<file path="src/rtl/snoopy_bus_controller_if.sv">
// Bus bundle between the snoopy bus controller, the cache controllers and shared memory.
interface snoopy_bus_controller_if #(
  parameter int unsigned ADDRESS_WIDTH    = 8,
  parameter int unsigned DATA_WIDTH       = 8,
  parameter int unsigned NUMBER_OF_CACHES = 4,
  parameter int unsigned COMMAND_WIDTH    = 2
);
  logic [NUMBER_OF_CACHES-1:0]               cpuRequest;
  logic [NUMBER_OF_CACHES*COMMAND_WIDTH-1:0] cpuCommandIn;
  logic [NUMBER_OF_CACHES*ADDRESS_WIDTH-1:0] cpuAddressIn;
  logic [NUMBER_OF_CACHES-1:0]               cpuGrant;
  logic [DATA_WIDTH-1:0]                     cpuDataOut;
  logic                                      cpuFunctionComplete;
  logic [COMMAND_WIDTH-1:0]                  snoopCommandOut;
  logic [ADDRESS_WIDTH-1:0]                  snoopAddressOut;
  logic [NUMBER_OF_CACHES-1:0]               snoopIsInvalidated;
  logic [ADDRESS_WIDTH-1:0]                  memoryAddress;
  logic                                      memoryReadEnabled;
  logic [DATA_WIDTH-1:0]                     memoryDataIn;
  logic                                      memoryFunctionComplete;

  modport master (
    input  cpuRequest, cpuCommandIn, cpuAddressIn, snoopIsInvalidated,
           memoryDataIn, memoryFunctionComplete,
    output cpuGrant, cpuDataOut, cpuFunctionComplete, snoopCommandOut,
           snoopAddressOut, memoryAddress, memoryReadEnabled
  );

  modport slave (
    output cpuRequest, cpuCommandIn, cpuAddressIn, snoopIsInvalidated,
           memoryDataIn, memoryFunctionComplete,
    input  cpuGrant, cpuDataOut, cpuFunctionComplete, snoopCommandOut,
           snoopAddressOut, memoryAddress, memoryReadEnabled
  );
endinterface

</file>
<file path="src/rtl/snoopy_bus_controller.sv">
// Round-robin bus arbiter for an invalidate-protocol snoopy cache system: grants one cache,
// broadcasts its command, collects snoop acks, performs the memory read and strobes completion.
module snoopy_bus_controller #(
  parameter int unsigned ADDRESS_WIDTH    = 8,
  parameter int unsigned DATA_WIDTH       = 8,
  parameter int unsigned NUMBER_OF_CACHES = 4,
  parameter int unsigned COMMAND_WIDTH    = 2
) (
  input logic                    clock,
  input logic                    reset,
  snoopy_bus_controller_if.master bus
);
  localparam int unsigned N     = NUMBER_OF_CACHES;
  localparam int unsigned IDX_W = (N > 1) ? $clog2(N) : 1;

  localparam logic [COMMAND_WIDTH-1:0] CMD_NONE       = COMMAND_WIDTH'(0);
  localparam logic [COMMAND_WIDTH-1:0] CMD_INVALIDATE = COMMAND_WIDTH'(3);

  localparam logic [1:0] IDLE   = 2'd0;
  localparam logic [1:0] SNOOP  = 2'd1;
  localparam logic [1:0] MEMORY = 2'd2;
  localparam logic [1:0] DONE   = 2'd3;

  logic [1:0]               state_q, state_d;
  logic [IDX_W-1:0]         last_q, last_d, idx_q, idx_d;
  logic [COMMAND_WIDTH-1:0] cmd_q, cmd_d, snoop_cmd_q, snoop_cmd_d;
  logic [ADDRESS_WIDTH-1:0] addr_q, addr_d, snoop_addr_q, snoop_addr_d, mem_addr_q, mem_addr_d;
  logic [DATA_WIDTH-1:0]    data_q, data_d;
  logic [N-1:0]             grant_q, grant_d;
  logic                     complete_q, complete_d, mem_rd_q, mem_rd_d;

  logic [N-1:0]             eligible;
  logic [COMMAND_WIDTH-1:0] cmd_arr  [N];
  logic [ADDRESS_WIDTH-1:0] addr_arr [N];
  logic                     found;
  logic [IDX_W-1:0]         winner;
  logic                     acks_done;
  int unsigned              j;

  // Per-cache slices; a NONE command never makes a cache eligible.
  for (genvar i = 0; i < N; i++) begin : g_slice
    assign cmd_arr[i]  = bus.cpuCommandIn[i*COMMAND_WIDTH +: COMMAND_WIDTH];
    assign addr_arr[i] = bus.cpuAddressIn[i*ADDRESS_WIDTH +: ADDRESS_WIDTH];
    assign eligible[i] = bus.cpuRequest[i] && (cmd_arr[i] != CMD_NONE);
  end

  // Round-robin scan starting just after the last winner.
  always_comb begin
    found  = 1'b0;
    winner = '0;
    j      = 0;
    for (int unsigned k = 1; k <= N; k++) begin
      j = (32'(last_q) + k) % N;
      if (!found && eligible[IDX_W'(j)]) begin
        found  = 1'b1;
        winner = IDX_W'(j);
      end
    end
  end

  // The winner's own ack bit is masked off.
  assign acks_done = ((bus.snoopIsInvalidated & ~grant_q) == ~grant_q);

  always_comb begin
    state_d      = state_q;
    last_d       = last_q;
    idx_d        = idx_q;
    cmd_d        = cmd_q;
    addr_d       = addr_q;
    grant_d      = grant_q;
    data_d       = data_q;
    snoop_cmd_d  = CMD_NONE;
    snoop_addr_d = snoop_addr_q;
    mem_addr_d   = mem_addr_q;
    mem_rd_d     = 1'b0;
    complete_d   = 1'b0;
    case (state_q)
      IDLE: begin
        if (found) begin
          idx_d        = winner;
          cmd_d        = cmd_arr[winner];
          addr_d       = addr_arr[winner];
          grant_d      = N'(1) << winner;
          snoop_cmd_d  = cmd_arr[winner];
          snoop_addr_d = addr_arr[winner];
          state_d      = SNOOP;
        end
      end
      SNOOP: begin
        snoop_cmd_d = cmd_q;
        if (acks_done) begin
          snoop_cmd_d = CMD_NONE;
          if (cmd_q == CMD_INVALIDATE) begin
            complete_d = 1'b1;
            state_d    = DONE;
          end else begin
            mem_rd_d   = 1'b1;
            mem_addr_d = addr_q;
            state_d    = MEMORY;
          end
        end
      end
      MEMORY: begin
        mem_rd_d = 1'b1;
        if (bus.memoryFunctionComplete) begin
          mem_rd_d   = 1'b0;
          data_d     = bus.memoryDataIn;
          complete_d = 1'b1;
          state_d    = DONE;
        end
      end
      default: begin
        grant_d = '0;
        last_d  = idx_q;
        state_d = IDLE;
      end
    endcase
  end

  always_ff @(posedge clock or posedge reset) begin
    if (reset) begin
      state_q      <= IDLE;
      last_q       <= IDX_W'(N - 1);
      idx_q        <= '0;
      cmd_q        <= CMD_NONE;
      addr_q       <= '0;
      grant_q      <= '0;
      data_q       <= '0;
      snoop_cmd_q  <= CMD_NONE;
      snoop_addr_q <= '0;
      mem_addr_q   <= '0;
      mem_rd_q     <= 1'b0;
      complete_q   <= 1'b0;
    end else begin
      state_q      <= state_d;
      last_q       <= last_d;
      idx_q        <= idx_d;
      cmd_q        <= cmd_d;
      addr_q       <= addr_d;
      grant_q      <= grant_d;
      data_q       <= data_d;
      snoop_cmd_q  <= snoop_cmd_d;
      snoop_addr_q <= snoop_addr_d;
      mem_addr_q   <= mem_addr_d;
      mem_rd_q     <= mem_rd_d;
      complete_q   <= complete_d;
    end
  end

  assign bus.cpuGrant            = grant_q;
  assign bus.cpuDataOut          = data_q;
  assign bus.cpuFunctionComplete = complete_q;
  assign bus.snoopCommandOut     = snoop_cmd_q;
  assign bus.snoopAddressOut     = snoop_addr_q;
  assign bus.memoryAddress       = mem_addr_q;
  assign bus.memoryReadEnabled   = mem_rd_q;
endmodule

</file>
<file path="src/flat_wrapper.sv">
// flat-port wrapper written by rule: the top's interface ports become plain ports
module snoopy_bus_controller_flat 
#(
  parameter int unsigned ADDRESS_WIDTH    = 8,
  parameter int unsigned DATA_WIDTH       = 8,
  parameter int unsigned NUMBER_OF_CACHES = 4,
  parameter int unsigned COMMAND_WIDTH    = 2
)
  (clock, reset, bus_cpuRequest, bus_cpuCommandIn, bus_cpuAddressIn, bus_snoopIsInvalidated, bus_memoryDataIn, bus_memoryFunctionComplete, bus_cpuGrant, bus_cpuDataOut, bus_cpuFunctionComplete, bus_snoopCommandOut, bus_snoopAddressOut, bus_memoryAddress, bus_memoryReadEnabled);
  snoopy_bus_controller_if #(.ADDRESS_WIDTH(ADDRESS_WIDTH), .DATA_WIDTH(DATA_WIDTH), .NUMBER_OF_CACHES(NUMBER_OF_CACHES), .COMMAND_WIDTH(COMMAND_WIDTH)) bus_i ();
  input logic clock;
  input logic reset;
  input wire logic [$bits(bus_i.cpuRequest)-1:0] bus_cpuRequest;
  input wire logic [$bits(bus_i.cpuCommandIn)-1:0] bus_cpuCommandIn;
  input wire logic [$bits(bus_i.cpuAddressIn)-1:0] bus_cpuAddressIn;
  input wire logic [$bits(bus_i.snoopIsInvalidated)-1:0] bus_snoopIsInvalidated;
  input wire logic [$bits(bus_i.memoryDataIn)-1:0] bus_memoryDataIn;
  input wire logic [$bits(bus_i.memoryFunctionComplete)-1:0] bus_memoryFunctionComplete;
  output wire logic [$bits(bus_i.cpuGrant)-1:0] bus_cpuGrant;
  output wire logic [$bits(bus_i.cpuDataOut)-1:0] bus_cpuDataOut;
  output wire logic [$bits(bus_i.cpuFunctionComplete)-1:0] bus_cpuFunctionComplete;
  output wire logic [$bits(bus_i.snoopCommandOut)-1:0] bus_snoopCommandOut;
  output wire logic [$bits(bus_i.snoopAddressOut)-1:0] bus_snoopAddressOut;
  output wire logic [$bits(bus_i.memoryAddress)-1:0] bus_memoryAddress;
  output wire logic [$bits(bus_i.memoryReadEnabled)-1:0] bus_memoryReadEnabled;
  assign bus_i.cpuRequest = bus_cpuRequest;
  assign bus_i.cpuCommandIn = bus_cpuCommandIn;
  assign bus_i.cpuAddressIn = bus_cpuAddressIn;
  assign bus_i.snoopIsInvalidated = bus_snoopIsInvalidated;
  assign bus_i.memoryDataIn = bus_memoryDataIn;
  assign bus_i.memoryFunctionComplete = bus_memoryFunctionComplete;
  assign bus_cpuGrant = bus_i.cpuGrant;
  assign bus_cpuDataOut = bus_i.cpuDataOut;
  assign bus_cpuFunctionComplete = bus_i.cpuFunctionComplete;
  assign bus_snoopCommandOut = bus_i.snoopCommandOut;
  assign bus_snoopAddressOut = bus_i.snoopAddressOut;
  assign bus_memoryAddress = bus_i.memoryAddress;
  assign bus_memoryReadEnabled = bus_i.memoryReadEnabled;
  snoopy_bus_controller #(.ADDRESS_WIDTH(ADDRESS_WIDTH), .DATA_WIDTH(DATA_WIDTH), .NUMBER_OF_CACHES(NUMBER_OF_CACHES), .COMMAND_WIDTH(COMMAND_WIDTH)) u_core (.clock(clock), .reset(reset), .bus(bus_i));
endmodule
</file>
<file path="config.mk">
export PLATFORM = sky130hd
export DESIGN_NAME = snoopy_bus_controller_flat
export DESIGN_NICKNAME = d
export VERILOG_FILES = /design/src/rtl/snoopy_bus_controller_if.sv /design/src/rtl/snoopy_bus_controller.sv /design/src/flat_wrapper.sv
export SDC_FILE = /design/constraint.sdc
export NUM_CORES = 1
export LEC_CHECK = 0
export CAP_MARGIN = 25
export CORE_MARGIN = 2
export CORE_UTILIZATION = 30
export CTS_CLUSTER_SIZE = 8
export DETAILED_ROUTE_END_ITERATION = 16
export PLACE_DENSITY = 0.64
export SYNTH_ARGS = -nofsm -noshare
export SYNTH_HDL_FRONTEND = slang
export SYNTH_SLANG_ARGS = --single-unit
</file>
<file path="constraint.sdc">
create_clock -name clock -period 2.9 [get_ports clock]
set_input_delay 0.29 -clock clock [delete_from_list [all_inputs] [get_ports clock]]
set_output_delay 0.29 -clock clock [all_outputs]
set_load 0.05 [all_outputs]
</file>
# Word-level counts from Yosys, hierarchy flattened
# Cells that the tools add are included.
[op_classes]
addsub = 4
n_eq_ne = 7
n_reduce_logical = 22
bitwise = 5
n_shift = 1
order_cmp = 5
muxes = 40
[ops]
columns = ["op", "n"]
rows = [
  ["$mux 2", 11],
  ["$bmux 8 s2", 1],
  ["$mux 8", 2],
  ["$mux 1", 15],
  ["$lt 2x3->1 const B", 4],
  ["$bmux 1 s2", 4],
  ["$pmux 4 s2", 1],
  ["$reduce_bool 2->1", 4],
  ["$logic_and 1x1->1", 7],
  ["$pmux 2 s3", 1],
  ["$reduce_and 2->1", 3],
  ["$reduce_and 3->1", 2],
  ["$add 2x1->2 const B", 2],
  ["$add 2x2->2 const B", 2],
  ["$and 4x4->4", 1],
  ["$bmux 2 s2", 1],
  ["$eq 2x2->1 const B", 2],
  ["$eq 4x4->1", 1],
  ["$mux 4", 1],
  ["$ne 2x1->1 const B", 2],
  ["$not 4->4", 1],
  ["$pmux 1 s2", 2],
  ["$pmux 2 s2", 1],
  ["$shl 1x2->4 const A", 1],
  ["9 further kinds", 12],
]
[totals]
register_bits = 40
out_inout_bits = 32
wordCells = 95
in_bits = 59

# Longest topological paths before layout
[logic_depth]
word_depth = 20
depth_mapped = 8
ltp_nobuf = 6

# Least setup slack after synthesis
# OpenSTA, ideal clock, no wires.
[synth_timing]
kind = "reg-to-reg"
startpoint = "register u_core.last_q[0]"
endpoint = "register u_core.addr_q[4]"
path_stages_with_launch = 8
setup_time_ns = 0.132
slack_ns = 0.912
arrival_time_ns = 1.857
t_required_ns = 2.768
n_path_buf = 1
synth_period_minus_slack_ns = 1.988
path_cell_list = "dfstp_2 buf_2 or2_1 o22ai_2 a221oi_2 mux2_2 a222oi_1 o21ai_1"
[synth_between]
elab_chain_cells = 17
word_cells_on_any_way = 31
cone_classes = "add/sub: 4; mux: 19; bitwise: 1; reduce/logical: 7"
[synth_lines]
columns = ["item", "line_no", "text"]
rows = [
  ["from (decl)", "snoopy_bus_controller.sv:25", "logic [IDX_W-1:0] last_q, last_d, idx_q, idx_d;"],
  ["from (signal assigned)", "snoopy_bus_controller.sv:123", "last_q <= IDX_W'(N - 1);"],
  ["from (signal assigned)", "snoopy_bus_controller.sv:136", "last_q <= last_d;"],
  ["$add 2x1->2", "snoopy_bus_controller.sv:53", "j = (32'(last_q) + k) % N;"],
  ["$bmux 1 s2", "snoopy_bus_controller.sv:54", "if (!found && eligible[IDX_W'(j)]) begin"],
  ["$mux 1 (implied by the code)", "snoopy_bus_controller.sv:54", ""],
  ["$mux 1", "snoopy_bus_controller.sv:54", ""],
  ["$logic_not 1->1", "snoopy_bus_controller.sv:54", ""],
  ["$logic_and 1x1->1", "snoopy_bus_controller.sv:54", ""],
  ["$mux 1", "snoopy_bus_controller.sv:54", ""],
  ["$logic_not 1->1", "snoopy_bus_controller.sv:54", ""],
  ["$logic_and 1x1->1", "snoopy_bus_controller.sv:54", ""],
  ["$mux 1", "snoopy_bus_controller.sv:54", ""],
  ["$logic_not 1->1", "snoopy_bus_controller.sv:54", ""],
  ["$logic_and 1x1->1", "snoopy_bus_controller.sv:54", ""],
  ["$mux 2", "snoopy_bus_controller.sv:54", ""],
  ["$not 2->3 (implied by the code)", "snoopy_bus_controller.sv:82", "addr_d = addr_arr[winner];"],
  ["$bmux 8 s2", "snoopy_bus_controller.sv:82", ""],
  ["$mux 8 (implied by the code) (2 in series)", "snoopy_bus_controller.sv:82", ""],
  ["to (signal assigned)", "snoopy_bus_controller.sv:139", "addr_q <= addr_d;"],
  ["to (decl)", "snoopy_bus_controller.sv:27", "logic [ADDRESS_WIDTH-1:0] addr_q, addr_d, snoop_addr_q, snoop_addr_d, mem_addr_q, mem_addr_d;"],
]
# Parallel ways exist; a longest one is shown, timed or not. The select of a mux whose other input is x is not followed.
# A chain may end at the register's enable or synchronous reset.

# Worst setup path in the final report
[layout_timing]
startpoint = "register u_core.last_q[1]"
endpoint = "register u_core.addr_q[4]"
# The elaborated chain is that of the path after synthesis.

==> results.json <==
{
  "n_antenna_cell": 0,
  "relSlewSlack": 0.620,
  "grt_start_max_net_pins": 27,
  "wirelength_um": 5790,
  "syn_to_final_growth_pct": 51.5,
  "synth_flop_cell": "dfrtp_1",
  "cts_buffers": 5,
  "synth-edff-count": 0,
  "finalCritPeriodShare": 0.794,
  "crit_path_end_kind": "flop",
  "tns_ns": 0,
  "post-cts-setup-buffers": 0,
  "syn_area_per_cell_sq_um": 11.5,
  "yosysTopAreaCellShare": 0.443,
  "cts.sinks": 40,
  "ys_seq_area_frac": 0.468,
  "grt.total_usage": 0.152,
  "finalSetupViolCount": 0,
  "port_buffers": 90,
  "worstMarginPinSlew_ns": 0.570,
  "ys_warn_count": 0,
  "async_reset_ff_frac": 1.00,
  "clk_path_buf_depth": 2,
  "die_width_um": 88.6,
  "hpwl_um": 4430,
  "fmax_ghz": 0.434,
  "wl_per_cell_um": 15.3,
  "grt_setup_unrepaired": "no",
  "cts_tree": "done",
  "fin_nets": 345,
  "leakage_nw": 1.35,
  "fill_cells": 632,
  "first_pass_iters": 4,
  "cts-hold-fix-buffers": 0,
  "syn_inst": 187,
  "initialDrtViolationCount": 85,
  "num_io_pins": 91,
  "ys_seq_elements": 40,
  "hp-class": "in2async",
  "cp_data_arrival_time_ns": 2.52,
  "synthDominantAreaCellType": "dfrtp_1",
  "cp_max_fo": 13,
  "dieArea_sq_um": 7850,
  "fin_crit_ns": 2.30,
  "viasPerCell": 4.98,
  "critPathKind": "reg2reg",
  "synth_area_sq_um": 2150,
  "fin_ws_ns": 0.596,
  "root_buffer": "clkbuf_8",
  "pre_cts_ws_ns": 0.352,
  "drc": 0,
  "synth_area_leaders": "dfrtp_1 44%, mux2_2 10%, mux2i_1 4.7%",
  "final_common_cell": "clkdlybuf4s50_1",
  "hold_viol": 0,
  "required_ns": 3.12,
  "grt_pass1_vias": 1854,
  "maxCapViolations": 0,
  "finalClockSkew_ns": 0.00808,
  "antenna_found_initial": 0,
  "core-area_sq_um": 6870,
  "htree_levels": 2,
  "slew_viol_final": 0,
  "clkTransAtPathRegs_ns": 0.08,
  "clkLatencyLatePin_ns": 0.30,
  "layout_common_cells": "90 x clkdlybuf4s50_1, 38 x dfrtp_1, 20 x mux2_2, 15 x nand2_1, 11 x nor2_1",
  "num_vias": 1887,
  "overflow": 0,
  "powerDensity_nw_per_um2": 1080,
  "gp_routability_congestion": 0.840,
  "synthDistinctLibCells": 43,
  "die_h_um": 88.6,
  "drive_above_1_share": 0.159,
  "start_util": 0.312,
  "postCtsResizedCells": 0,
  "rows": 30,
  "syn_nets": 250,
  "ir_drop_uv": 477,
  "startpoint_type": "flop",
  "grt_pass1_wl_um": 9160,
  "outcome": "finished clean",
  "ant_nets": 0
}
==> cells in the mapped netlist, drive strengths merged (2+ instances only) <==
master and n:
dfrtp 38, mux2 20, nand2 15, o21ai 13, nor2 11, mux2i 10
o22ai 7, a221o 6, buf 6, o22a 6, a21o 5, a21oi 5
nor2b 5, ha 4, inv 4, o21a 4, a32o 3, a211oi 2
a221oi 2, a222oi 2, a22o 2, clkbuf 2, dfstp 2, nand4 2
==> routing by layer <==
metal  GRT usage  vias up  wire [um]
met5           0        -          0
met4      0.0427        0         70
met3      0.0448        7        470
met2       0.239       80       2680
met1       0.204      901       2570
li1            -      899          -
==> registers in the layout (all words and copies together) (netlist names) <==
| name | count |
|---|---|
| u_core.bus.memoryReadEnabled | 1 |
| u_core.bus.cpuFunctionComplete | 1 |
| u_core.cmd_q | 2 |
| u_core.bus.memoryAddress | 8 |
| u_core.bus.snoopCommandOut | 2 |
| u_core.bus.cpuDataOut | 8 |
| u_core.last_q | 2 |
| u_core.bus.cpuGrant | 4 |
| u_core.idx_q | 2 |
| u_core.state_q | 2 |
| u_core.addr_q | 8 |
==> path summary, 6_finish.rpt <==
check                                      start                       end  slack, ns  cells past startpoint
worst max-delay path            u_core.last_q[1]          u_core.addr_q[4]       0.60                      7
worst min-delay path                       reset  u_core.bus.cpuDataOut[2]       0.29                      3
worst max register to register  u_core.last_q[1]          u_core.addr_q[4]       0.60                      7
worst min register to register   u_core.idx_q[1]           u_core.idx_q[1]       0.50                      2
max in group asynchronous                  reset          u_core.addr_q[6]       2.17                      4
min in group clock               u_core.idx_q[1]           u_core.idx_q[1]       0.50                      2
==> area by class of cell <==
class / instances / area (sq um) / area share
inverters: 4 / 15.0 / 0.00462
clock inverters: 2 / 12.5 / 0.00385
repair buffers: 96 / 958 / 0.295
well taps: 96 / 120 / 0.0370
flip-flops and latches: 40 / 1000 / 0.309
clock buffers: 6 / 72.6 / 0.0223
multi-input cells: 135 / 1070 / 0.329
==> report_power, final <==
| part | internal (mW) | switching (mW) |
|---|---|---|
| clock network | 0.168 | 0.201 |
| registers | 0.827 | 0.190 |
| logic | 0.856 | 1.27 |
| total | 1.85 | 1.66 |
==> critical path, stage by stage (launching register included) <==
cell,delay [ns]
dfstp_2,0.66
o211a_1,0.18
o22ai_1,0.09
a221oi_2,0.24
buf_4,0.25
nor2b_2,0.46
a222oi_1,0.19
o21ai_1,0.15
==> stage by stage <==
stage / total power, mW / instance area (sq um) / std cells / util / hold slack, ns
floorplan: 2.50 / 2150 / 187 / - / 0.441
global placement: 3.14 / 3150 / 370 / 0.458 / 0.469
detailed placement: 3.17 / 3150 / 370 / 0.458 / 0.470
CTS: 3.55 / 3230 / 378 / 0.470 / 0.411
global route: 3.75 / 3250 / 379 / 0.473 / 0.306
finish: 3.52 / 3250 / 379 / 0.473 / 0.292
==> logic make-up (layout without fill, tap and decap cells) <==
kind of cell,after synthesis,in the layout,synth area share
buffers and inverters,12,108,0.0344
adder cells (fa/ha/maj),4,4,0.0233
multiplexers,30,30,0.152
AO/OA/AOI/OAI,61,61,0.224
AND/OR/NAND/NOR,40,40,0.0991
flip-flops,40,40,0.468
(Power assumes the default switching activity.)
